[src/rtl/pkt_rx_intf.sv]
// -----------------------------------------------------------------------------
// pkt_rx_intf
//
// Receive-side client for the 10G Ethernet MAC packet-RX FIFO port, running in
// the 156.25 MHz core clock domain. Whenever the MAC reports a complete packet
// and the block is enabled, it raises pkt_rx_ren and pulls exactly one packet.
// It then inserts a one-cycle gap before it considers the next packet.
//
// Every returned word is framing-checked against SOP/EOP. Accepted words are
// re-timed onto the out_* stream, exactly one cycle behind the inputs.
// Saturating statistics are kept for packets, bytes, errored packets and
// framing violations.
//
// Ports
//   clk_156m25          in   core clock, all flops on the rising edge
//   reset_156m25_n      in   synchronous active-low reset
//   enable              in   permits starting a new packet read (IDLE only)
//   clear_counters      in   synchronous clear of all statistics
//   pkt_rx_avail        in   MAC FIFO holds at least one complete packet
//   pkt_rx_data[63:0]   in   returned word, byte 0 in bits [63:56]
//   pkt_rx_val          in   data and flags valid this cycle
//   pkt_rx_sop/eop/err  in   start / end of packet, packet error (with EOP)
//   pkt_rx_mod[2:0]     in   valid bytes in the EOP word, 0 means 8
//   pkt_rx_ren          out  registered read request to the MAC
//   out_data[63:0]      out  re-timed data word
//   out_val/sop/eop/err out  re-timed qualifiers
//   out_mod[2:0]        out  re-timed mod
//   busy                out  registered, high whenever the FSM is not IDLE
//   rx_pkt_count        out  completed packets (32-bit, saturating)
//   rx_byte_count       out  bytes in completed packets (32-bit, saturating)
//   rx_err_count        out  completed packets flagged with err (16-bit)
//   rx_frame_err_count  out  SOP/EOP framing violations (16-bit)
// -----------------------------------------------------------------------------
module pkt_rx_intf (
    input  logic        clk_156m25,
    input  logic        reset_156m25_n,
    input  logic        enable,
    input  logic        clear_counters,
    input  logic        pkt_rx_avail,
    input  logic [63:0] pkt_rx_data,
    input  logic        pkt_rx_val,
    input  logic        pkt_rx_sop,
    input  logic        pkt_rx_eop,
    input  logic        pkt_rx_err,
    input  logic [2:0]  pkt_rx_mod,
    output logic        pkt_rx_ren,
    output logic [63:0] out_data,
    output logic        out_val,
    output logic        out_sop,
    output logic        out_eop,
    output logic        out_err,
    output logic [2:0]  out_mod,
    output logic        busy,
    output logic [31:0] rx_pkt_count,
    output logic [31:0] rx_byte_count,
    output logic [15:0] rx_err_count,
    output logic [15:0] rx_frame_err_count
);

    localparam logic [1:0] IDLE = 2'd0;
    localparam logic [1:0] READ = 2'd1;
    localparam logic [1:0] GAP  = 2'd2;

    logic [1:0]  state;
    logic [1:0]  state_next;
    logic        ren_next;

    logic        in_pkt;
    logic [15:0] pkt_len;

    logic        word_stray;
    logic        word_restart;
    logic        word_accept;
    logic        pkt_done;
    logic [15:0] word_bytes;
    logic [15:0] len_base;
    logic [16:0] len_sum;
    logic [15:0] len_final;
    logic [32:0] byte_sum;

    function automatic logic [31:0] sat_inc32(input logic [31:0] v);
        return (&v) ? v : v + 32'd1;
    endfunction

    function automatic logic [15:0] sat_inc16(input logic [15:0] v);
        return (&v) ? v : v + 16'd1;
    endfunction

    // Read-request FSM. The request is asserted in the same cycle the FSM
    // leaves IDLE and is held through READ. It is dropped on the edge that
    // samples the EOP word, even if the framing checker rejects that word,
    // because the MAC has finished the packet either way. GAP then forces
    // one cycle with the request low before IDLE re-evaluates avail.
    always_comb begin
        state_next = state;
        ren_next   = 1'b0;
        case (state)
            IDLE: begin
                if (enable && pkt_rx_avail) begin
                    state_next = READ;
                    ren_next   = 1'b1;
                end
            end
            READ: begin
                if (pkt_rx_val && pkt_rx_eop) begin
                    state_next = GAP;
                end else begin
                    ren_next = 1'b1;
                end
            end
            GAP: begin
                state_next = IDLE;
            end
            default: begin
                state_next = IDLE;
            end
        endcase
    end

    // State, read request and busy are all registered together.
    // busy therefore always matches (state != IDLE) with no decode glitch.
    always_ff @(posedge clk_156m25) begin
        if (!reset_156m25_n) begin
            state      <= IDLE;
            pkt_rx_ren <= 1'b0;
            busy       <= 1'b0;
        end else begin
            state      <= state_next;
            pkt_rx_ren <= ren_next;
            busy       <= (state_next != IDLE);
        end
    end

    // Framing classification of the incoming word. The check runs in every
    // FSM state so that a stray word arriving in IDLE or GAP is still seen.
    // A repeated SOP abandons the open packet but is itself a good start.
    // The accumulator then simply restarts from zero on that word.
    assign word_stray   = pkt_rx_val && !pkt_rx_sop && !in_pkt;
    assign word_restart = pkt_rx_val &&  pkt_rx_sop &&  in_pkt;
    assign word_accept  = pkt_rx_val && (pkt_rx_sop || in_pkt);
    assign pkt_done     = word_accept && pkt_rx_eop;

    // Length of the packet including the current word. Non-EOP words always
    // carry 8 bytes; the EOP word carries mod bytes, where 0 encodes a full 8.
    assign word_bytes = (pkt_rx_eop && (pkt_rx_mod != 3'd0)) ? {13'd0, pkt_rx_mod} : 16'd8;
    assign len_base   = pkt_rx_sop ? 16'd0 : pkt_len;
    assign len_sum    = {1'b0, len_base} + {1'b0, word_bytes};
    assign len_final  = len_sum[16] ? 16'hFFFF : len_sum[15:0];
    assign byte_sum   = {1'b0, rx_byte_count} + {17'd0, len_final};

    // Packet tracking. The accumulator is cleared once the packet closes.
    // A dropped stray word leaves both in_pkt and the length untouched.
    always_ff @(posedge clk_156m25) begin
        if (!reset_156m25_n) begin
            in_pkt  <= 1'b0;
            pkt_len <= 16'd0;
        end else if (word_accept) begin
            in_pkt  <= !pkt_rx_eop;
            pkt_len <= pkt_rx_eop ? 16'd0 : len_final;
        end
    end

    // Re-timed output stream. Only accepted words produce out_val. The
    // qualifiers are forced low on other cycles so a stale EOP/SOP can never
    // be read alongside a low out_val. Data and mod simply hold.
    always_ff @(posedge clk_156m25) begin
        if (!reset_156m25_n) begin
            out_data <= 64'd0;
            out_val  <= 1'b0;
            out_sop  <= 1'b0;
            out_eop  <= 1'b0;
            out_err  <= 1'b0;
            out_mod  <= 3'd0;
        end else begin
            out_val <= word_accept;
            out_sop <= word_accept && pkt_rx_sop;
            out_eop <= word_accept && pkt_rx_eop;
            out_err <= word_accept && pkt_rx_err;
            if (word_accept) begin
                out_data <= pkt_rx_data;
                out_mod  <= pkt_rx_mod;
            end
        end
    end

    // Statistics. These are updated on the EOP edge, so the new values appear
    // together with out_eop. A clear wins over any increment in the same
    // cycle, and every counter sticks at all-ones instead of wrapping.
    always_ff @(posedge clk_156m25) begin
        if (!reset_156m25_n || clear_counters) begin
            rx_pkt_count       <= 32'd0;
            rx_byte_count      <= 32'd0;
            rx_err_count       <= 16'd0;
            rx_frame_err_count <= 16'd0;
        end else begin
            if (pkt_done) begin
                rx_pkt_count  <= sat_inc32(rx_pkt_count);
                rx_byte_count <= byte_sum[32] ? 32'hFFFF_FFFF : byte_sum[31:0];
                if (pkt_rx_err) begin
                    rx_err_count <= sat_inc16(rx_err_count);
                end
            end
            if (word_stray || word_restart) begin
                rx_frame_err_count <= sat_inc16(rx_frame_err_count);
            end
        end
    end

endmodule

[config.mk]
export PLATFORM = sky130hd
export DESIGN_NAME = pkt_rx_intf
export DESIGN_NICKNAME = d
export VERILOG_FILES = /design/src/rtl/pkt_rx_intf.sv
export SDC_FILE = /design/constraint.sdc
export NUM_CORES = 1
export LEC_CHECK = 0
export CORE_ASPECT_RATIO = 0.6
export CORE_MARGIN = 2
export CORE_UTILIZATION = 44
export CTS_BUF_LIST = sky130_fd_sc_hd__clkbuf_16
export DETAILED_ROUTE_END_ITERATION = 8
export GPL_ROUTABILITY_DRIVEN = 0
export GPL_TIMING_DRIVEN = 0
export PLACE_DENSITY = 0.78
export SYNTH_ARGS = -nofsm -noshare
export SYNTH_HDL_FRONTEND = slang
export SYNTH_SLANG_ARGS = --single-unit
[constraint.sdc]
create_clock -name clk_156m25 -period 4.9 [get_ports clk_156m25]
set_clock_uncertainty 0.05 [all_clocks]
set_input_delay 0.49 -clock clk_156m25 [delete_from_list [all_inputs] [get_ports clk_156m25]]
set_output_delay 0.49 -clock clk_156m25 [all_outputs]
set_load 0.01 [all_outputs]
==> impl_results.md <==
* Status: finished clean
* Min Tclk post-route at 4.80 ns
* Avg Synthesized Cell Area at 8.33 um2
* Crit-path max FO at 10
* Peak VDD IR at 0.255 mV
* Tot Pwr at approximately 3.3 mW
* Hold Worst Slack at 0.412 ns
* Post-Syn Instances at 1066
* Yosys warning count at 0
* Num CTS Buffers at 17
* Hold WC Path Type: flop to flop
* Part of the cycle the worst path needs at 98.0%
* Total track usage at 24.3%
* Post-DP HPWL at 19800 um
* Vias in the first global route at about 8000
* Nets at 1435
* Top cell type's share of synthesized area at 42.4%
* HP Start: out_data[27]
* PD cells at 267 nW/um2
* Slew Limit Fails at 0
* R2R setup slack at 0.42 ns
* Worst path required time at roughly 5.2 ns
* Register area share after synthesis at 42.4%
* Vias at 8490
* Via/cell ratio at 5.25
* Sw power at 0.810 mW
* Critical path class: input pin to flop
* Drt wl/cell at 16.1 um
* Final ANT Viol Nets at 0
* Syn nets at roughly 1200
* Share of layout cells above drive strength 1 at between 5 and 6%
* Hold_buf cts at 0
* Hold Path End: out_data[27]
* Htree depth at 4
* Reg-to-Reg Start: pkt_len[0]
* Fmax at 208 MHz
* Initial DRT Pass Iterations at 5
* Sequential power share at 48.2%
* Critical Path End Type: flop
* Area occupied by multi-input gates at 4900 um2
* Flip-flop and latch area at 3760 um2
* Register bit total from synthesis at 188
* Final setup TNS at 0 ns
* Worst r2r path cells at 18
* Clk network pwr share at 42.0%
* Setup WS pre-CTS at -1.63 ns
* Max Cap Viol at 0
* Wirelength, routed at 26100 um
* Unique masters post-synth at 62
* Leakage at 4.43 nW
* First-pass GRT wire length at 41800 um
* Crit path DAT at 5.11 ns
* Post-layout util at 61.9%
* Startpoint types: input pin
* Filler cells at 1769
* Later-pin clock latency in the skew report at 0.44 ns
* Boundary pin count at 245
* Area grow syn2layout at 38.9%
* Final hold violations at 0
* Largest net degree at the start of global routing at 17
* Initial DRC count at between 600 and 700
* N_diodes at 0
* Final setup viols at 0
* Core Box Area at 19900 um2
* PortBufs at 243
* Number of flops mapped to enable cells by yosys at 0
* Width of the die at 187 um
* Initial Utilization at 44.6%
* Mapped cell area at 8880 um2
* CTS sink count at 188
* GRT Residual Overflow at 0
* Clk slew on worst S/H paths at 0.07 ns
* CTS root buffer: clkbuf_16
* # rows at 40
* TritonCTS clock tree: yes
* Top cells by area, synth: dfxtp_1 42%, nand2_1 8.2%, a21boi_0 5.8%
* Overall die area at 21400 um2
* Worst-margin pin slew at roughly 0.69 ns
* Post-route setup slack at 0.0992 ns
* FFs w/ async S/R, synth at 0%
* WHS Path Cells at 2
* Main flop type after synthesis: dfxtp_1
* Initial antenna violation count at 0
* RR Endpoint: rx_byte_count[18]
* Area leader, netlist: dfxtp_1
* Int Pwr at 2.48 mW
* DRC Markers at 0
* Max_slew headroom at 53.6%
* Net Sw Frac at 24.6%
* Comb power frac at under 10%
* Clk buf depth at 2
* DIE HEIGHT at roughly 110 um
## through the flow
step	area (um2)	instances
floorplan	8880	1066
global placement	11700	1582
detailed placement	11700	1582
CTS	12300	1618
global route	12300	1618
finish	12300	1618
## state kept, by name, indices dropped and copies added, names as in the netlist
register	count
pkt_len	16
busy	1
rx_pkt_count	32
out_err	1
state	2
out_val	1
out_sop	1
out_eop	1
out_data	64
rx_frame_err_count	16
rx_byte_count	32
pkt_rx_ren	1
out_mod	3
rx_err_count	16
in_pkt	1
## cells in the final DEF (no fill, tap or decap), types with 10 or more instances in the layout
master             n
a21boi_0          69
a21oi_1           62
and2_1            10
and3_1            18
clkbuf_1          36
clkbuf_16         17
clkdlybuf4s50_1  241
dfxtp_1          188
ha_1              25
inv_1             25
nand2_1          192
nand2b_1          10
nand3_1           23
nand4_1           26
nor2_1            87
nor2b_1           15
nor3_1            15
o21ai_0           55
or3_1             16
xnor2_1           40
xor2_1            43
## area by class of cell
| type | count | share of cell area, % |
|---|---|---|
| buffer | 48 | 1.59 |
| clock buffer | 17 | 3.45 |
| clock inverter | 15 | 1.21 |
| inverter | 23 | 0.700 |
| multi-input combinational | 805 | 39.7 |
| sequential | 188 | 30.5 |
| tap | 273 | 2.77 |
| timing repair buffer | 249 | 20.0 |
## cell families (layout without fill, tap and decap cells)
group	after synthesis	after routing	synth area share [%]
adder cells (fa/ha/maj)	27	27	3.97
buffers and inverters	73	352	3.14
XOR/XNOR	83	83	8.18
multiplexers	4	4	0.451
AND/OR/NAND/NOR	450	450	24.7
flip-flops	188	188	42.4
AO/OA/AOI/OAI	241	241	17.2
## metal layers
layer / routed length (um) / track usage [%] / share of wire (%) / vias to the layer above
li1: - / - / - / 4193
met1: 12600 / 34.0 / 48 / 4019
met3: 1990 / 7.57 / 7.6 / 29
met5: 0 / 0 / 0 / -
met4: 343 / 5.35 / 1.3 / 0
met2: 11100 / 36.9 / 43 / 249
## power by group through the flow
stage	Sequential (mW)	Combinational, mW	Clock, mW
3_5_place_dp	1.62	0.323	0
3_3_place_gp	1.62	0.318	0
6_report	1.59	0.325	1.38
5_1_grt	1.59	0.354	1.47
4_1_cts	1.59	0.326	1.40
2_1_floorplan	1.64	0.124	0
## what timing repair did
action / CTS / global route
setup endpoints to repair: 32 / 27
resized for setup: 16 / 8
pin swaps: 3 / 0
buffers inserted: 6 / 0
## critical path, stage by stage
cell           delay, ns
dlygate4sd2_1       0.30
clkbuf_4            0.21
and2_1              0.17
ha_1                0.22
fa_1                0.41
a21o_1              0.22
a21oi_2             0.22
and2b_2             0.30
nand2_2             0.15
clkbuf_4            0.21
o21ai_0             0.10
ha_1                0.36
o211ai_1            0.11
a21o_1              0.21
a31o_2              0.24
o31a_1              0.35
buf_4               0.19
nor3_1              0.29
o21ai_0             0.16
a31oi_1             0.18
## synthesized netlist by cell type (4+ instances only)
| master | instances |
|---|---|
| nand2_1 | 193 |
| dfxtp_1 | 188 |
| nor2_1 | 88 |
| a21boi_0 | 69 |
| a21oi_1 | 63 |
| o21ai_0 | 56 |
| xor2_1 | 43 |
| clkbuf_1 | 41 |
| xnor2_1 | 40 |
| nand4_1 | 26 |
| ha_1 | 25 |
| inv_1 | 23 |
| nand3_1 | 23 |
| and3_1 | 18 |
| or3_1 | 16 |
| nor2b_1 | 15 |
| nor3_1 | 15 |
| and2_1 | 10 |
| nand2b_1 | 10 |
| a31oi_1 | 8 |
| and4_1 | 8 |
| a211oi_1 | 7 |
| a22oi_1 | 6 |
| a21o_1 | 5 |
| buf_1 | 5 |
| nor4_1 | 5 |
| buf_2 | 4 |
| mux2i_1 | 4 |
| nor3b_1 | 4 |
| o21a_1 | 4 |
## worst max-delay path by stage
stage	startpoint	to	slack, ns	cells past startpoint
floorplan	pkt_rx_sop	rx_byte_count[10]	0.16	20
global placement	pkt_rx_sop	rx_byte_count[10]	-1.55	21
detailed placement	pkt_rx_sop	rx_byte_count[12]	-1.63	21
CTS	pkt_rx_sop	rx_byte_count[28]	0.06	20
global route	pkt_rx_eop	rx_byte_count[21]	-0.008	19
finish	pkt_rx_eop	rx_byte_count[18]	0.1	20
No activity file was read; power rests on OpenSTA's default activity.
